## src/rtl/ps2_host_tx_if.sv

```systemverilog
// Command/status and open-drain pad bundle between the PS/2 host transmitter
// and its surroundings (command source plus the PS2_CLK/PS2_DAT pad logic).
interface ps2_host_tx_if;
    logic [7:0] tx_data;
    logic       tx_valid;
    logic       tx_ready;
    logic       ps2_clk_in;
    logic       ps2_dat_in;
    logic       ps2_clk_oe;
    logic       ps2_dat_oe;
    logic       busy;
    logic       tx_done;
    logic       tx_err;

    // The environment: command source and the raw pad levels.
    modport master (
        output tx_data, tx_valid, ps2_clk_in, ps2_dat_in,
        input  tx_ready, ps2_clk_oe, ps2_dat_oe, busy, tx_done, tx_err
    );

    // The transmitter itself.
    modport slave (
        input  tx_data, tx_valid, ps2_clk_in, ps2_dat_in,
        output tx_ready, ps2_clk_oe, ps2_dat_oe, busy, tx_done, tx_err
    );
endinterface

```

## src/rtl/ps2_host_tx.sv

```systemverilog
// Host-to-device PS/2 transmitter: inhibits the bus, requests to send, shifts
// one odd-parity frame on device clock falls and checks the device acknowledge.
module ps2_host_tx #(
    parameter int CLK_HZ         = 50_000_000,
    parameter int INHIBIT_CYCLES = 5000,
    parameter int TIMEOUT_CYCLES = 1_000_000
) (
    input  logic         clk_i,
    input  logic         rst_i,
    ps2_host_tx_if.slave bus
);

    localparam int INH_W = $clog2(INHIBIT_CYCLES) + 1;
    localparam int TO_W  = $clog2(TIMEOUT_CYCLES) + 1;

    localparam logic [INH_W-1:0] INH_LAST = INH_W'(INHIBIT_CYCLES - 1);
    localparam logic [TO_W-1:0]  TO_LAST  = TO_W'(TIMEOUT_CYCLES - 1);

    if (CLK_HZ <= 0 || INHIBIT_CYCLES < 1 || TIMEOUT_CYCLES < 2) begin : g_bad_params
        $error("ps2_host_tx: CLK_HZ, INHIBIT_CYCLES and TIMEOUT_CYCLES must be positive");
    end

    typedef enum logic [2:0] {
        IDLE,
        INHIBIT,
        RTS,
        SHIFT,
        ACK,
        WAIT_IDLE
    } state_e;

    // ------------------------------------------------------------------
    // Pad synchronizers and device clock fall detection
    // ------------------------------------------------------------------
    logic [1:0] clk_sync_q;
    logic [1:0] dat_sync_q;
    logic       clk_prev_q;
    logic       clk_s;
    logic       dat_s;
    logic       fall;

    // NOTE: sequential state uses non-blocking assignments so every register
    // samples its pre-edge inputs regardless of block evaluation order.
    // Synchronizers reset to the idle-high bus level so leaving reset never
    // fakes a clock fall.
    always_ff @(posedge clk_i or posedge rst_i) begin
        if (rst_i) begin
            clk_sync_q <= 2'b11;
            dat_sync_q <= 2'b11;
            clk_prev_q <= 1'b1;
        end else begin
            clk_sync_q <= {clk_sync_q[0], bus.ps2_clk_in};
            dat_sync_q <= {dat_sync_q[0], bus.ps2_dat_in};
            clk_prev_q <= clk_sync_q[1];
        end
    end

    assign clk_s = clk_sync_q[1];
    assign dat_s = dat_sync_q[1];
    assign fall  = clk_prev_q & ~clk_s;

    // ------------------------------------------------------------------
    // Control state
    // ------------------------------------------------------------------
    state_e             state_q,   state_d;
    logic [9:0]         frame_q,   frame_d;
    logic [3:0]         bit_cnt_q, bit_cnt_d;
    logic [INH_W-1:0]   inh_cnt_q, inh_cnt_d;
    logic [TO_W-1:0]    to_cnt_q,  to_cnt_d;
    logic               ack_ok_q,  ack_ok_d;
    logic               clk_oe_q,  clk_oe_d;
    logic               dat_oe_q,  dat_oe_d;
    logic               done_q,    done_d;
    logic               err_q,     err_d;
    logic               ready_q,   ready_d;
    logic               busy_q,    busy_d;
    logic               watchdog_on;

    assign watchdog_on = (state_q == SHIFT) || (state_q == ACK) || (state_q == WAIT_IDLE);

    // NOTE: every always_comb output gets a default first, so no path can
    // leave a value unassigned and infer a latch.
    always_comb begin
        state_d   = state_q;
        frame_d   = frame_q;
        bit_cnt_d = bit_cnt_q;
        inh_cnt_d = inh_cnt_q;
        to_cnt_d  = to_cnt_q;
        ack_ok_d  = ack_ok_q;
        clk_oe_d  = clk_oe_q;
        dat_oe_d  = dat_oe_q;
        done_d    = 1'b0;
        err_d     = 1'b0;

        case (state_q)
            IDLE: begin
                clk_oe_d = 1'b0;
                dat_oe_d = 1'b0;
                if (bus.tx_valid && ready_q) begin
                    frame_d   = {1'b1, ~^bus.tx_data, bus.tx_data};
                    inh_cnt_d = '0;
                    clk_oe_d  = 1'b1;
                    state_d   = INHIBIT;
                end
            end

            INHIBIT: begin
                inh_cnt_d = inh_cnt_q + INH_W'(1);
                if (inh_cnt_q == INH_LAST) begin
                    dat_oe_d = 1'b1;
                    state_d  = RTS;
                end
            end

            // Start bit stays on the data line while the clock is handed back.
            RTS: begin
                clk_oe_d  = 1'b0;
                bit_cnt_d = '0;
                to_cnt_d  = '0;
                state_d   = SHIFT;
            end

            SHIFT: begin
                to_cnt_d = to_cnt_q + TO_W'(1);
                if (fall) begin
                    to_cnt_d  = '0;
                    dat_oe_d  = ~frame_q[0];
                    frame_d   = {1'b1, frame_q[9:1]};
                    bit_cnt_d = bit_cnt_q + 4'd1;
                    if (bit_cnt_q == 4'd9) begin
                        state_d = ACK;
                    end
                end
            end

            ACK: begin
                to_cnt_d = to_cnt_q + TO_W'(1);
                if (fall) begin
                    to_cnt_d = '0;
                    ack_ok_d = ~dat_s;
                    state_d  = WAIT_IDLE;
                end
            end

            WAIT_IDLE: begin
                to_cnt_d = fall ? '0 : to_cnt_q + TO_W'(1);
                if (clk_s && dat_s) begin
                    done_d  = ack_ok_q;
                    err_d   = ~ack_ok_q;
                    state_d = IDLE;
                end
            end

            default: begin
                clk_oe_d = 1'b0;
                dat_oe_d = 1'b0;
                state_d  = IDLE;
            end
        endcase

        // A silent device aborts the frame; this overrides any completion.
        if (watchdog_on && !fall && (to_cnt_q == TO_LAST)) begin
            clk_oe_d = 1'b0;
            dat_oe_d = 1'b0;
            done_d   = 1'b0;
            err_d    = 1'b1;
            state_d  = IDLE;
        end

        // Ready waits out the status pulse so it rises as the pulse falls.
        ready_d = (state_d == IDLE) && !done_d && !err_d;
        busy_d  = ~ready_d;
    end

    always_ff @(posedge clk_i or posedge rst_i) begin
        if (rst_i) begin
            state_q   <= IDLE;
            frame_q   <= '1;
            bit_cnt_q <= '0;
            inh_cnt_q <= '0;
            to_cnt_q  <= '0;
            ack_ok_q  <= 1'b0;
            clk_oe_q  <= 1'b0;
            dat_oe_q  <= 1'b0;
            done_q    <= 1'b0;
            err_q     <= 1'b0;
            ready_q   <= 1'b1;
            busy_q    <= 1'b0;
        end else begin
            state_q   <= state_d;
            frame_q   <= frame_d;
            bit_cnt_q <= bit_cnt_d;
            inh_cnt_q <= inh_cnt_d;
            to_cnt_q  <= to_cnt_d;
            ack_ok_q  <= ack_ok_d;
            clk_oe_q  <= clk_oe_d;
            dat_oe_q  <= dat_oe_d;
            done_q    <= done_d;
            err_q     <= err_d;
            ready_q   <= ready_d;
            busy_q    <= busy_d;
        end
    end

    assign bus.tx_ready   = ready_q;
    assign bus.busy       = busy_q;
    assign bus.ps2_clk_oe = clk_oe_q;
    assign bus.ps2_dat_oe = dat_oe_q;
    assign bus.tx_done    = done_q;
    assign bus.tx_err     = err_q;

endmodule

```

## src/flat_wrapper.sv

```systemverilog
// flat-port wrapper written by rule: the top's interface ports become plain ports
module ps2_host_tx_flat 
#(
    parameter int CLK_HZ         = 50_000_000,
    parameter int INHIBIT_CYCLES = 5000,
    parameter int TIMEOUT_CYCLES = 1_000_000
)
  (clk_i, rst_i, bus_tx_data, bus_tx_valid, bus_ps2_clk_in, bus_ps2_dat_in, bus_tx_ready, bus_ps2_clk_oe, bus_ps2_dat_oe, bus_busy, bus_tx_done, bus_tx_err);
  ps2_host_tx_if bus_i ();
  input  logic clk_i;
  input  logic rst_i;
  input wire logic [$bits(bus_i.tx_data)-1:0] bus_tx_data;
  input wire logic [$bits(bus_i.tx_valid)-1:0] bus_tx_valid;
  input wire logic [$bits(bus_i.ps2_clk_in)-1:0] bus_ps2_clk_in;
  input wire logic [$bits(bus_i.ps2_dat_in)-1:0] bus_ps2_dat_in;
  output wire logic [$bits(bus_i.tx_ready)-1:0] bus_tx_ready;
  output wire logic [$bits(bus_i.ps2_clk_oe)-1:0] bus_ps2_clk_oe;
  output wire logic [$bits(bus_i.ps2_dat_oe)-1:0] bus_ps2_dat_oe;
  output wire logic [$bits(bus_i.busy)-1:0] bus_busy;
  output wire logic [$bits(bus_i.tx_done)-1:0] bus_tx_done;
  output wire logic [$bits(bus_i.tx_err)-1:0] bus_tx_err;
  assign bus_i.tx_data = bus_tx_data;
  assign bus_i.tx_valid = bus_tx_valid;
  assign bus_i.ps2_clk_in = bus_ps2_clk_in;
  assign bus_i.ps2_dat_in = bus_ps2_dat_in;
  assign bus_tx_ready = bus_i.tx_ready;
  assign bus_ps2_clk_oe = bus_i.ps2_clk_oe;
  assign bus_ps2_dat_oe = bus_i.ps2_dat_oe;
  assign bus_busy = bus_i.busy;
  assign bus_tx_done = bus_i.tx_done;
  assign bus_tx_err = bus_i.tx_err;
  ps2_host_tx #(.CLK_HZ(CLK_HZ), .INHIBIT_CYCLES(INHIBIT_CYCLES), .TIMEOUT_CYCLES(TIMEOUT_CYCLES)) u_core (.clk_i(clk_i), .rst_i(rst_i), .bus(bus_i));
endmodule
```

## config.mk

```make
export PLATFORM = sky130hd
export DESIGN_NAME = ps2_host_tx_flat
export DESIGN_NICKNAME = d
export VERILOG_FILES = /design/src/rtl/ps2_host_tx_if.sv /design/src/rtl/ps2_host_tx.sv /design/src/flat_wrapper.sv
export SDC_FILE = /design/constraint.sdc
export NUM_CORES = 1
export LEC_CHECK = 0
export ABC_AREA = 1
export CAP_MARGIN = 20
export CORE_ASPECT_RATIO = 0.6
export CORE_UTILIZATION = 35
export DETAILED_ROUTE_END_ITERATION = 8
export GPL_TIMING_DRIVEN = 0
export SYNTH_ARGS = -nofsm -noshare
export SYNTH_HDL_FRONTEND = slang
export SYNTH_SLANG_ARGS = --single-unit
```

## constraint.sdc

```tcl
create_clock -name clk_i -period 2.97 [get_ports clk_i]
set_input_delay 0.4455 -clock clk_i [delete_from_list [all_inputs] [get_ports clk_i]]
set_output_delay 0.4455 -clock clk_i [all_outputs]
set_load 0.02 [all_outputs]
```

[Yosys cells after proc, flatten, opt, wreduce, memory -nomap -nowiden]
Cells that the tools add are included.
Word-level totals
  word-level logic and storage cells: 94
  bits in registers: 64
  output and inout bits: 6
  input bits: 13
Cells by class
  equal/unequal tests: 14
  muxes and demuxes: 30
  add/sub/neg operators: 3
  bitwise logic cells: 6
  reductions and logical operators: 26
Operators by type and width (count)
  one-hot mux 21 bit (2 select lines): 1
  one-hot mux 14 bit (2 select lines): 1
  adder 21 x 1 -> 21 bit (second input constant): 1
  == test 21 x 20 -> 1 bit (second input constant): 1
  2-to-1 mux 21 bit: 1
  2-to-1 mux 3 bit: 7
  2-to-1 mux 10 bit: 2
  one-hot mux 10 bit (2 select lines): 1
  one-hot mux 3 bit (6 select lines): 1
  adder 14 x 1 -> 14 bit (second input constant): 1
  == test 14 x 13 -> 1 bit (second input constant): 1
  2-to-1 mux 14 bit: 1
  2-to-1 mux 1 bit: 11
  != test 2 x 1 -> 1 bit (second input constant): 4
  one-hot mux 4 bit (2 select lines): 1
  nonzero test 2 bit: 4
  XNOR reduction 8 bit: 1
  == test 3 x 2 -> 1 bit (second input constant): 2
  == test 3 bit (second input constant): 2
  logical AND 1 bit: 6
  logical NOT 3 bit: 2
  AND reduction 2 bit: 3
  AND reduction 3 bit: 2
  OR reduction 3 bit: 2
  other kinds (13): 20

[Logic depth before layout (Yosys ltp)]
Gate-level depths: netlist of the first run.
  word-level depth: 10
  mapped depth: 11

[Worst setup path after synthesis of the first run]
OpenSTA, ideal clock, no wires.
  path kind: register to register
  start point: register u_core.to_cnt_q[0]
  end point: register u_core.to_cnt_q[18]
  setup time: 0.127 ns
  setup slack: 1.582 ns
  buffers on the path: 0
  arrival: 1.261 ns
  data required time: 2.843 ns
  stages on the path, launching flop included: 9
  path through: dfrtp_1 > ha_1 > nand3_1 > inv_1 > nand3_2 > nor2_4 > nand3_1 > nand3_1 > o21ai_0
Between the ends
  word-level cells in the longest chain between the ends: 3
RTL lines
  start: declaration: line ps2_host_tx.sv:69  | logic [TO_W-1:0] to_cnt_q, to_cnt_d;
  start signal: assignment: line ps2_host_tx.sv:194  | to_cnt_q <= to_cnt_d;
  adder 21 x 1 -> 21 bit: line ps2_host_tx.sv:124, ps2_host_tx.sv:137, ps2_host_tx.sv:146
  2-to-1 mux 21 bit: line ps2_host_tx.sv:125, ps2_host_tx.sv:138, ps2_host_tx.sv:146
  one-hot mux 21 bit (2 select lines): line ps2_host_tx.sv:95  | case (state_q)
Every way passes these cells.
A chain may end at the register's enable or synchronous reset.

[Final worst setup path of the first run]
  start point: register u_core.ready_q, in the netlist u_core.bus.tx_ready
  end point: output port bus_tx_ready
RTL lines
  start: declaration: line ps2_host_tx.sv:75  | logic ready_q, ready_d;
  start signal: assignment: line ps2_host_tx.sv:200  | ready_q <= ready_d;
  end: declaration: line flat_wrapper.sv:16  | output wire logic [$bits(bus_i.tx_ready)-1:0] bus_tx_ready;
No word-level cell between the ends.

==> out/summary.md, run 1 <==
The register-to-register path setup slack came out at 1.28 ns. The layout-stage area growth over the synthesis result works out to 18.6%. The first routing iteration left 206 violations. The tools report the number of max-slew violations in the final report as 0. The logs give 19 for the count of pins on the block boundary and 35 for the number of distinct library cells after synthesis. The area of the placeable core is 9910 µm². The largest clock skew in the final design is 0.00501 ns.

The arrival time at the worst endpoint was 1.46 ns; the number of antenna violations at the first check in global routing was 0. After legalization and detailed placement, the total HPWL measured 6.00 mm. Entering global routing, the biggest net connects 43 pins. The slew at the pin with the worst max-slew slack was 0.499 ns. Kind of cell adding the most delay to the critical path: buffers and inverters.

The clock passes through at most 2 buffers. Overall routed net length: 7.92 mm. The portion of the clock cycle consumed by the worst path in the final layout was 64.1%. The worst register-to-register path has a depth of 8. TritonCTS created 9 clock buffers. At the later pin of the worst-skew pair, clock insertion delay measures 0.33 ns. The logs give 2746 for the number of global-route vias before repair and 0 for the post-detailed-route DRC marker count. After detailed routing, the met2 layer carries 2.94 mm of wire. On the worst path, the slowest cell contributes a delay of 0.60 ns. The tools report the count of antenna-violating nets left after detailed routing as 0. The average instance in the mapped netlist occupies 7.52 µm². After detailed routing, no signal wire sits above met4. The final critical delay including setup and external delays was 1.90 ns. Clock-pin slew was measured on the worst setup and hold paths at 0.05 ns. The total stage count of the critical path is 1, and the number of synthesis warnings is 0. At the end of routability-driven placement, the weighted congestion stood at 0.814. STA puts the critical path data required time at 2.52 ns. The tools report the static leakage as 1.93 nW. The aggregate global routing overflow came out at 0.

The tools report the net count reported at finish as 523. Most common library cell in the layout ignoring fill and taps: nand2_1. Based on the critical path, the design can be clocked at up to 525 MHz. The number of max-cap violations came out at 0.

After filler insertion, the fill cell instance count of the layout stands at 1023. The startpoint identified for the worst hold timing path is u_core.clk_sync_q[0]$_DFF_PP1_. The first global-routing pass estimated 13.8 mm of wire. Traced cell by cell, the critical path runs through clkdlybuf4s50_1.

The final worst hold slack was 0.358 ns; the total routing resource utilization after global routing was 16.7%. The run finished with clean final reports. The worst pin sits at a relative slew slack of 66.7%. The top fanout value on the critical path came out at 2.

The worst register-to-register path ends at u_core.to_cnt_q[18]$_DFFE_PP0P_. Number of input and output port buffers inserted: 18. Once the clock tree was built, the resizer swapped 0 gates to a different size.

The tools report the number of clock sinks as 63. The tree is rooted in a clkbuf_16. The die is 133 µm wide. The number of diodes added for antenna fixing was 0; the wire length on met1 was 4.48 mm. The share of final-layout standard cells stronger than drive strength 1 was 12.1%; the post-synthesis instance total was 476. Post-CTS timing repair inserted 0 buffers for setup. TritonCTS built the clock tree. Hold repair after CTS inserted 0 buffers.

The die covers 10600 µm². The number of cells on the worst hold path was 0; the met3 routed wirelength was 394 µm. The termination of the worst setup path is bus_tx_ready. The worst register-to-register path begins at u_core.to_cnt_q[0]$_DFFE_PP0P_. The logs give 3 for the number of H-tree branching levels and 36.1% for the effective utilization at floorplan. The total power density per cell area came out at 602 nW/µm².

Setup repair after global routing left no endpoint under its margin. Count of TritonRoute iterations in the first routing pass: 5. The total power came out at 2.56 mW.

The portion of the post-synthesis area used by sequential elements was 44.6%; the mean routed wirelength per cell was 12.3 µm. The min-delay analysis places its worst path in the category reg2reg. In the layout the commonest cells are nand2_1, inv_1, nor2_1. For the cell row count, the log shows 28. STA classifies the critical path startpoint as a flop. The most critical setup path has its startpoint at u_core.bus.tx_ready$_DFF_PP1_.

Synthesized net count: 493. Setup violations remaining at the end of the flow were counted as 0. The number of hold-slack violations in the final timing report came out at 0. The final route contains 3072 vias. VDD sags by at most 0.298 mV. Dividing the detail-routed via count by the number of cells gives 4.76. The setup path with the least slack is of type reg2out. The post-synthesis register bit count was 63. The worst setup path is captured at a primary output. In this run the vertical extent of the chip is 80.3 µm. The largest individual stage delay along the critical path comes from the cell clkdlybuf4s50_1. The combined buffer and inverter count along the critical path is 1, and the post-synthesis instance area is 3580 µm².
## stage by stage
| step | instance area [µm²] | worst slack, ns | util [%] | setup TNS [ns] | cells |
|---|---|---|---|---|---|
| detailed placement | 3950 | 1.05 | 39.8 | 0 | 630 |
| CTS | 4250 | 1.05 | 42.8 | 0 | 646 |
| finish | 4250 | 1.07 | 42.8 | 0 | 646 |
| floorplan | 3580 | 0.980 | - | 0 | 476 |
| global placement | 3930 | -0.259 | 39.6 | -12.00 | 629 |
| global route | 4250 | 1.04 | 42.8 | 0 | 646 |
## cell families after synthesis
| group | count (synthesis) | synth area share (%) |
|---|---|---|
| adders and majority gates | 4 | 1.40 |
| and+or+nand+nor | 242 | 29.2 |
| DFF | 63 | 44.6 |
| AOI/OAI and AO/OA | 76 | 12.1 |
| buffers and inverters | 78 | 9.37 |
| xor gates and xnor gates | 13 | 3.39 |
## power by group
part	switching (mW)	internal (mW)
logic	0.237	0.163
registers	0.0924	1.04
clock network	0.372	0.655
## worst min path at each step
stage                                endpoint  slack (ns)
5_1_grt        u_core.clk_sync_q[1]$_DFF_PP1_        0.36
2_1_floorplan  u_core.clk_sync_q[1]$_DFF_PP1_        0.35
6_report       u_core.clk_sync_q[1]$_DFF_PP1_        0.36
3_5_place_dp   u_core.clk_sync_q[1]$_DFF_PP1_        0.35
4_1_cts        u_core.clk_sync_q[1]$_DFF_PP1_        0.36
3_3_place_gp   u_core.clk_sync_q[1]$_DFF_PP1_        0.35
## sequential cells by signal (all words and copies together), names as in the netlist, 2 cells and up
| name | count |
|---|---|
| u_core.frame_q | 9 |
| u_core.inh_cnt_q | 14 |
| u_core.dat_sync_q | 2 |
| u_core.clk_sync_q | 2 |
| u_core.to_cnt_q | 21 |
| u_core.bit_cnt_q | 4 |
| u_core.state_q | 3 |
## cell usage after synthesis
library cell  instances  area (µm²)
nand2_1             125         469
inv_1                62         233
nor2_1               55         206
dfrtp_1              48        1200
nand3_1              36         180
o21ai_0              35         175
dfstp_2              15         394
a21oi_1              14        70.1
nor3_1                7        35.0
o22ai_1               7        43.8
xor2_1                7        61.3
a31oi_1               6        37.5
inv_2                 6        22.5
nand4_1               6        37.5
buf_4                 5        37.5
xnor2_1               5        43.8
ha_1                  4        50.1
nor2_2                4        25.0
buf_6                 3        33.8
nand3_2               3        30.0
o21ai_1               3        15.0
o31ai_1               3        22.5
a22oi_1               2        15.0
nor3_2                2        20.0
o211ai_1              2        15.0
o21bai_1              2        15.0
a21oi_4               1        16.3
a2bb2oi_1             1        8.76
buf_2                 1        5.00
clkbuf_1              1        3.75
nand2_2               1        6.26
nor2_4                1        11.3
nor3_4                1        16.3
or2_2                 1        6.26
xnor2_2               1        16.3
## layer usage
layer / vias to the layer above / global-route usage [%]
li1: 1591 / -
met3: 8 / 3.98
met4: 0 / 5.63
met5: - / 0
met2: 69 / 22.2
met1: 1404 / 25.6
## cell type report
class | count | area [µm²] | share of cell area (%)
plain buffers | 10 | 80.1 | 1.89
clock buffers | 14 | 284 | 6.69
clock inverters | 2 | 12.5 | 0.295
inverters | 68 | 255 | 6.01
multi-input cells | 335 | 1650 | 38.8
flip-flops and latches | 63 | 1600 | 37.6
well taps | 135 | 169 | 3.98
repair buffers | 19 | 200 | 4.72
No activity file was read; power rests on OpenSTA's default activity.
==> inputs of run 2 (changes only) <==
clock period = 2 ns   (was 2.97 ns; I/O delays follow)
==> results of run 2 <==
Same layout as run 1 (identical final DEF). Status: complete, no violations.
Main changes from that run: setup slack after placement 1.05 ns -> 0.229 ns; setup slack after layout 1.07 ns -> 0.242 ns; hold slack 0.358 ns -> 0.328 ns; register-to-register setup slack 1.28 ns -> 0.31 ns; total power 2.56 mW -> 3.80 mW; worst IR drop on VDD 0.298 mV -> 0.442 mV
